## src/rtl/forward_hazard_unit_if.sv

```systemverilog
// Pipeline-to-hazard-unit bundle: ID/EX/MEM register fields in, EX mux selects and stall out.
// FWD_STATS_EN adds the fwd_count / stall_count statistics outputs.
interface forward_hazard_unit_if #(
    parameter int REG_AW = 5
);
    logic [REG_AW-1:0] id_rs;
    logic [REG_AW-1:0] id_rt;
    logic              id_uses_rs;
    logic              id_uses_rt;
    logic [REG_AW-1:0] ex_dest;
    logic              ex_regwrite;
    logic              ex_memread;
    logic [REG_AW-1:0] mem_dest;
    logic              mem_regwrite;
    logic              mem_stall;
    logic [1:0]        forward_a;
    logic [1:0]        forward_b;
    logic              stall;
    logic              flush_ex;
`ifdef FWD_STATS_EN
    logic [31:0]       fwd_count;
    logic [31:0]       stall_count;

    modport master (
        output id_rs, id_rt, id_uses_rs, id_uses_rt, ex_dest, ex_regwrite, ex_memread,
               mem_dest, mem_regwrite, mem_stall,
        input  forward_a, forward_b, stall, flush_ex, fwd_count, stall_count
    );
    modport slave (
        input  id_rs, id_rt, id_uses_rs, id_uses_rt, ex_dest, ex_regwrite, ex_memread,
               mem_dest, mem_regwrite, mem_stall,
        output forward_a, forward_b, stall, flush_ex, fwd_count, stall_count
    );
`else
    modport master (
        output id_rs, id_rt, id_uses_rs, id_uses_rt, ex_dest, ex_regwrite, ex_memread,
               mem_dest, mem_regwrite, mem_stall,
        input  forward_a, forward_b, stall, flush_ex
    );
    modport slave (
        input  id_rs, id_rt, id_uses_rs, id_uses_rt, ex_dest, ex_regwrite, ex_memread,
               mem_dest, mem_regwrite, mem_stall,
        output forward_a, forward_b, stall, flush_ex
    );
`endif
endinterface

```

## src/rtl/forward_hazard_unit.sv

```systemverilog
// Forwarding-select precompute and load-use hazard detection for the 5-stage pipeline.
// Optional FWD_STATS_EN macro adds forward/stall event counters.
module forward_hazard_unit #(
    parameter int REG_AW       = 5,
    parameter bit R0_HARDWIRED = 1'b1
) (
    input  logic                  clk,
    input  logic                  reset,
    forward_hazard_unit_if.slave  bus
);
    function automatic logic match(input logic [REG_AW-1:0] s, input logic [REG_AW-1:0] d,
                                   input logic w);
        return w && (d == s) && !(R0_HARDWIRED && (d == '0));
    endfunction

    logic       load_use;
    logic       stall_int;
    logic [1:0] sel_a;
    logic [1:0] sel_b;
    logic [1:0] fwd_a_q;
    logic [1:0] fwd_b_q;

    // Selects are resolved for the instruction now in ID: the EX producer will sit in
    // EX/MEM next cycle, the MEM producer in MEM/WB. Youngest producer wins.
    always_comb begin
        sel_a = 2'b00;
        sel_b = 2'b00;
        if (match(bus.id_rs, bus.ex_dest, bus.ex_regwrite))        sel_a = 2'b10;
        else if (match(bus.id_rs, bus.mem_dest, bus.mem_regwrite)) sel_a = 2'b01;
        if (match(bus.id_rt, bus.ex_dest, bus.ex_regwrite))        sel_b = 2'b10;
        else if (match(bus.id_rt, bus.mem_dest, bus.mem_regwrite)) sel_b = 2'b01;
    end

    assign load_use = bus.ex_regwrite && bus.ex_memread &&
                      ((bus.id_uses_rs && match(bus.id_rs, bus.ex_dest, 1'b1)) ||
                       (bus.id_uses_rt && match(bus.id_rt, bus.ex_dest, 1'b1)));

    // The HOLD state is exactly the set of cycles with mem_stall high and is left in the
    // same cycle mem_stall drops, so gating on mem_stall is the whole RUN/HOLD machine.
    assign stall_int    = load_use && !bus.mem_stall && !reset;
    assign bus.stall    = stall_int;
    assign bus.flush_ex = stall_int;

    always_ff @(posedge clk or posedge reset) begin
        if (reset) begin
            fwd_a_q <= 2'b00;
            fwd_b_q <= 2'b00;
        end else if (!bus.mem_stall) begin
            if (stall_int) begin
                fwd_a_q <= 2'b00;
                fwd_b_q <= 2'b00;
            end else begin
                fwd_a_q <= sel_a;
                fwd_b_q <= sel_b;
            end
        end
    end

    assign bus.forward_a = fwd_a_q;
    assign bus.forward_b = fwd_b_q;

`ifdef FWD_STATS_EN
    logic [31:0] fwd_cnt_q;
    logic [31:0] stall_cnt_q;

    always_ff @(posedge clk or posedge reset) begin
        if (reset) begin
            fwd_cnt_q   <= '0;
            stall_cnt_q <= '0;
        end else begin
            if (stall_int) stall_cnt_q <= stall_cnt_q + 32'd1;
            if (!bus.mem_stall && !stall_int && ((sel_a != 2'b00) || (sel_b != 2'b00)))
                fwd_cnt_q <= fwd_cnt_q + 32'd1;
        end
    end

    assign bus.fwd_count   = fwd_cnt_q;
    assign bus.stall_count = stall_cnt_q;
`endif
endmodule

```

## src/flat_wrapper.sv

```systemverilog
// flat-port wrapper written by rule: the top's interface ports become plain ports
module forward_hazard_unit_flat 
#(
    parameter int REG_AW       = 5,
    parameter bit R0_HARDWIRED = 1'b1
)
  (clk, reset, bus_id_rs, bus_id_rt, bus_id_uses_rs, bus_id_uses_rt, bus_ex_dest, bus_ex_regwrite, bus_ex_memread, bus_mem_dest, bus_mem_regwrite, bus_mem_stall, bus_forward_a, bus_forward_b, bus_stall, bus_flush_ex);
  forward_hazard_unit_if #(.REG_AW(REG_AW)) bus_i ();
  input  logic clk;
  input  logic reset;
  input wire logic [$bits(bus_i.id_rs)-1:0] bus_id_rs;
  input wire logic [$bits(bus_i.id_rt)-1:0] bus_id_rt;
  input wire logic [$bits(bus_i.id_uses_rs)-1:0] bus_id_uses_rs;
  input wire logic [$bits(bus_i.id_uses_rt)-1:0] bus_id_uses_rt;
  input wire logic [$bits(bus_i.ex_dest)-1:0] bus_ex_dest;
  input wire logic [$bits(bus_i.ex_regwrite)-1:0] bus_ex_regwrite;
  input wire logic [$bits(bus_i.ex_memread)-1:0] bus_ex_memread;
  input wire logic [$bits(bus_i.mem_dest)-1:0] bus_mem_dest;
  input wire logic [$bits(bus_i.mem_regwrite)-1:0] bus_mem_regwrite;
  input wire logic [$bits(bus_i.mem_stall)-1:0] bus_mem_stall;
  output wire logic [$bits(bus_i.forward_a)-1:0] bus_forward_a;
  output wire logic [$bits(bus_i.forward_b)-1:0] bus_forward_b;
  output wire logic [$bits(bus_i.stall)-1:0] bus_stall;
  output wire logic [$bits(bus_i.flush_ex)-1:0] bus_flush_ex;
  assign bus_i.id_rs = bus_id_rs;
  assign bus_i.id_rt = bus_id_rt;
  assign bus_i.id_uses_rs = bus_id_uses_rs;
  assign bus_i.id_uses_rt = bus_id_uses_rt;
  assign bus_i.ex_dest = bus_ex_dest;
  assign bus_i.ex_regwrite = bus_ex_regwrite;
  assign bus_i.ex_memread = bus_ex_memread;
  assign bus_i.mem_dest = bus_mem_dest;
  assign bus_i.mem_regwrite = bus_mem_regwrite;
  assign bus_i.mem_stall = bus_mem_stall;
  assign bus_forward_a = bus_i.forward_a;
  assign bus_forward_b = bus_i.forward_b;
  assign bus_stall = bus_i.stall;
  assign bus_flush_ex = bus_i.flush_ex;
  forward_hazard_unit #(.REG_AW(REG_AW), .R0_HARDWIRED(R0_HARDWIRED)) u_core (.clk(clk), .reset(reset), .bus(bus_i));
endmodule
```

## config.mk

```make
export PLATFORM = sky130hd
export DESIGN_NAME = forward_hazard_unit_flat
export DESIGN_NICKNAME = d
export VERILOG_FILES = /design/src/rtl/forward_hazard_unit_if.sv /design/src/rtl/forward_hazard_unit.sv /design/src/flat_wrapper.sv
export SDC_FILE = /design/constraint.sdc
export NUM_CORES = 1
export LEC_CHECK = 0
export BUFFER_PORTS_ARGS = -buffer_cell sky130_fd_sc_hd__buf_2
export CAP_MARGIN = 30
export CORE_AREA = 4 4 41 43
export CTS_CLUSTER_DIAMETER = 30
export CTS_CLUSTER_SIZE = 10
export DETAILED_ROUTE_END_ITERATION = 7
export DIE_AREA = 0 0 45 47
export MAX_ROUTING_LAYER = met4
export PLACE_DENSITY = 0.73
export SETUP_SLACK_MARGIN = 0.15
export SLEW_MARGIN = 10
export SYNTH_ARGS = -nofsm -noshare
export SYNTH_HDL_FRONTEND = slang
export SYNTH_SLANG_ARGS = --single-unit
```

## constraint.sdc

```tcl
create_clock -name clk -period 1.9 [get_ports clk]
set_clock_uncertainty 0.1 [all_clocks]
set_input_delay 0.095 -clock clk [delete_from_list [all_inputs] [get_ports clk]]
set_output_delay 0.095 -clock clk [all_outputs]
set_load 0.1 [all_outputs]
```

==> flow_summary_export.csv <==
group,metric,value,unit
status,status,"completed",
cts,cts.path.max_buffers,2,
die,fp.coreArea,1300,um2
synthesis,ys_ff_latch,4,
synthesis,yosys-top-cells-area,"dfrtp_1 (21%), xnor2_1 (18%), xor2_1 (18%), a32o_1 (4.1%), nand3_1 (4.1%)",
synthesis,synth_top_area_cell,"dfrtp_1",
synthesis,synth_edf_count,0,
worst_setup_path,crit_fanout,3,
global_route,use_met3,2.30,%
route,vias_per_cell,5.22,
route,drtIter0Drc,6,
global_route,grt_busiest_layer,"met2",
placed_design,dp_cells,104,
layout,regArea,100,um2
timing,tns,0,ps
worst_setup_path,path_class,"input pin to output port",
cts,clk_latency,240,ps
flow_run,maxCapViolCount,0,
cts,cts_tree,"built",
global_route,grt_pass1_vias,581,
worst_setup_path,worstReg2RegStart,"u_core.bus.forward_b[1]$_DFFE_PP0N_",
global_route,grt.overflow.total,0,
die,num_rows,13,
worst_setup_path,cp.required,1700,ps
worst_setup_path,arrival,1490,ps
synthesis,seq_area_frac_synth,20.5,%
worst_setup_path,r2r_cells,1,
layout,diodes,0,
global_route,grt_use_met1,17.2,%
cts,path_clk_slew,30,ps
layout,instances_no_fill,108,
min_path,hp-start,"bus_mem_stall",
synthesis,synth.top_cell.area_share,20.5,%
worst_setup_path,end_kind,"output port",
placed_design,gp_congestion,0.845,
cts,root_buffer,"clkbuf_4",
route,vias,564,
timing,fin_crit_sh,88.8,%
route,ant_nets,0,
die,die_area,2120,um2
layout,drive_gt1_share,43.0,%
timing,rsz0062_at_grt,"no",
timing,setup_viol,0,
min_path,hold_end,"u_core.bus.forward_a[1]$_DFFE_PP0N_",
cts,cts_sinks,4,
synthesis,postSynthCellCount,57,
die,start_util,37.5,%
worst_setup_path,r2r_end,"u_core.bus.forward_b[1]$_DFFE_PP0N_",
route,drc_errors,0,
synthesis,synth.cell_area,488,um2
cts,post_cts_buffers,0,
cts,htree_levels,1,
global_route,grtUsageMet2,26.3,%
die,num_io_pins,34,
synthesis,synthTopCellsByCount,"xnor2_1 (10), xor2_1 (10), dfrtp_1 (4), nand3_1 (4)",
die,die-width,45,um
worst_setup_path,crit_path_start_kind,"input pin",
route,first_pass_iters,4,
layout,fill_cells,135,
placed_design,portBuffers,33,
timing,tightest_slew,488,ps
cts,numCtsBuffers,3,
synthesis,yosys_warnings,0,
power_and_ir_drop,power,0.317,mW
power_and_ir_drop,power_density,427,nW/um2
min_path,hold_path.class,"input pin to flop",
synthesis,avgSynthCellArea,8.56,um2
power_and_ir_drop,ir_worst_vdd,0.145,mV
timing,fin_crit,1690,ps
timing,max_clock_freq,0.593,GHz
placed_design,hpwlAfterDp,1.25,mm
timing,slew_viol_final,0,
global_route,grt_usage,15.2,%
global_route,grt_max_degree,9,
layout,fin_nets,123,
route,avgRoutedWirePerCell,12.9,um
layout,multiInputGateArea,393,um2
timing,relSlewSlack,67.2,%
route,wl,1.39,mm
synthesis,synth_async_sr_flop_share,100,%
timing,finalHoldViolCount,0,
layout,area_growth,52.3,%
synthesis,ys_types,23,
worst_setup_path,reg2reg_slack,1120,ps
power_and_ir_drop,p_leak,0.348,nW
synthesis,synth_ff_type,"dfrtp_1",
global_route,antenna_found_initial,0,
global_route,grt_pass1_wl,2.26,mm
synthesis,synthesis.nets,85,
die,die_y,47,um
min_path,holdPathStages,2,
## per-layer routing
layer | up-vias | share of wire, %
met2 | 32 | 45
met4 | 0 | 1.9
li1 | 287 | -
met1 | 242 | 43
met3 | 3 | 11
met5 | - | 0
## what timing repair did
action,4_1_cts,5_1_grt
setup endpoints to repair,0,2
endpoints found under the hold margin,4,0
hold buffers,1,0
resized for setup,0,1
## flip-flops by register name, summed over array words and instances, names as in the netlist
name	count
u_core.bus.forward_a	2
u_core.bus.forward_b	2
## worst max-delay path: stages
cell and delay [ps]:
buf_2 120, or4_4 530, nor2_1 190, nor4_2 110, a41o_4 270, buf_12 170
## through the flow
stage | area (um2) | worst slack (ps) | utilization [%] | hold slack (ps)
floorplan | 498 | 168 | - | -230
CTS | 737 | 189 | 56.6 | 52.5
finish | 743 | 213 | 57.1 | 56.7
global route | 743 | 162 | 57.1 | 61.3
global placement | 704 | 245 | 54.1 | -102
detailed placement | 704 | 187 | 54.1 | -100
## cell usage in the layout (no fill, tap or decap), drive strengths merged, types with 3 or more instances in the layout
| cell | n |
|---|---|
| buf | 33 |
| clkbuf | 3 |
| dfrtp | 4 |
| nand2 | 3 |
| nand3 | 4 |
| nor2 | 3 |
| nor3 | 3 |
| xnor2 | 10 |
| xor2 | 10 |
## cell type report
class                   count  area share (%)
clock buffers               3            3.03
inverters                   1           0.505
multi-input cells          51            52.9
flip-flops and latches      4            13.5
well taps                  15            2.53
repair buffers             34            27.6
## where the power goes
group / switching [mW] / internal [mW] / total (mW)
logic: 0.0700 / 0.0545 / 0.125
registers: 0.000796 / 0.0873 / 0.0881
clock network: 0.0342 / 0.0706 / 0.105
total: 0.105 / 0.212 / 0.317
## logic make-up (layout without fill, tap and decap cells)
logic type	after synthesis	after routing	share of synthesized area (%)
compound gates	8	8	15.4
xor+xnor	20	20	35.9
simple gates	23	23	25.9
flops	4	4	20.5
buf+inv	2	38	2.31
## worst max-delay path by stage
stage | depth (start not counted) | from | slack, ps | end
after global placement | 5 | bus_mem_dest[1] | 240 | u_core.bus.forward_b[0]$_DFFE_PP0N_
final | 6 | bus_ex_dest[2] | 210 | bus_stall
after floorplan | 5 | bus_ex_dest[0] | 170 | bus_stall
after CTS | 6 | bus_mem_stall | 190 | bus_stall
after global routing | 6 | bus_ex_dest[2] | 160 | bus_stall
after detailed placement | 6 | bus_ex_dest[1] | 190 | bus_stall
Power figures use the tool's default switching activity.
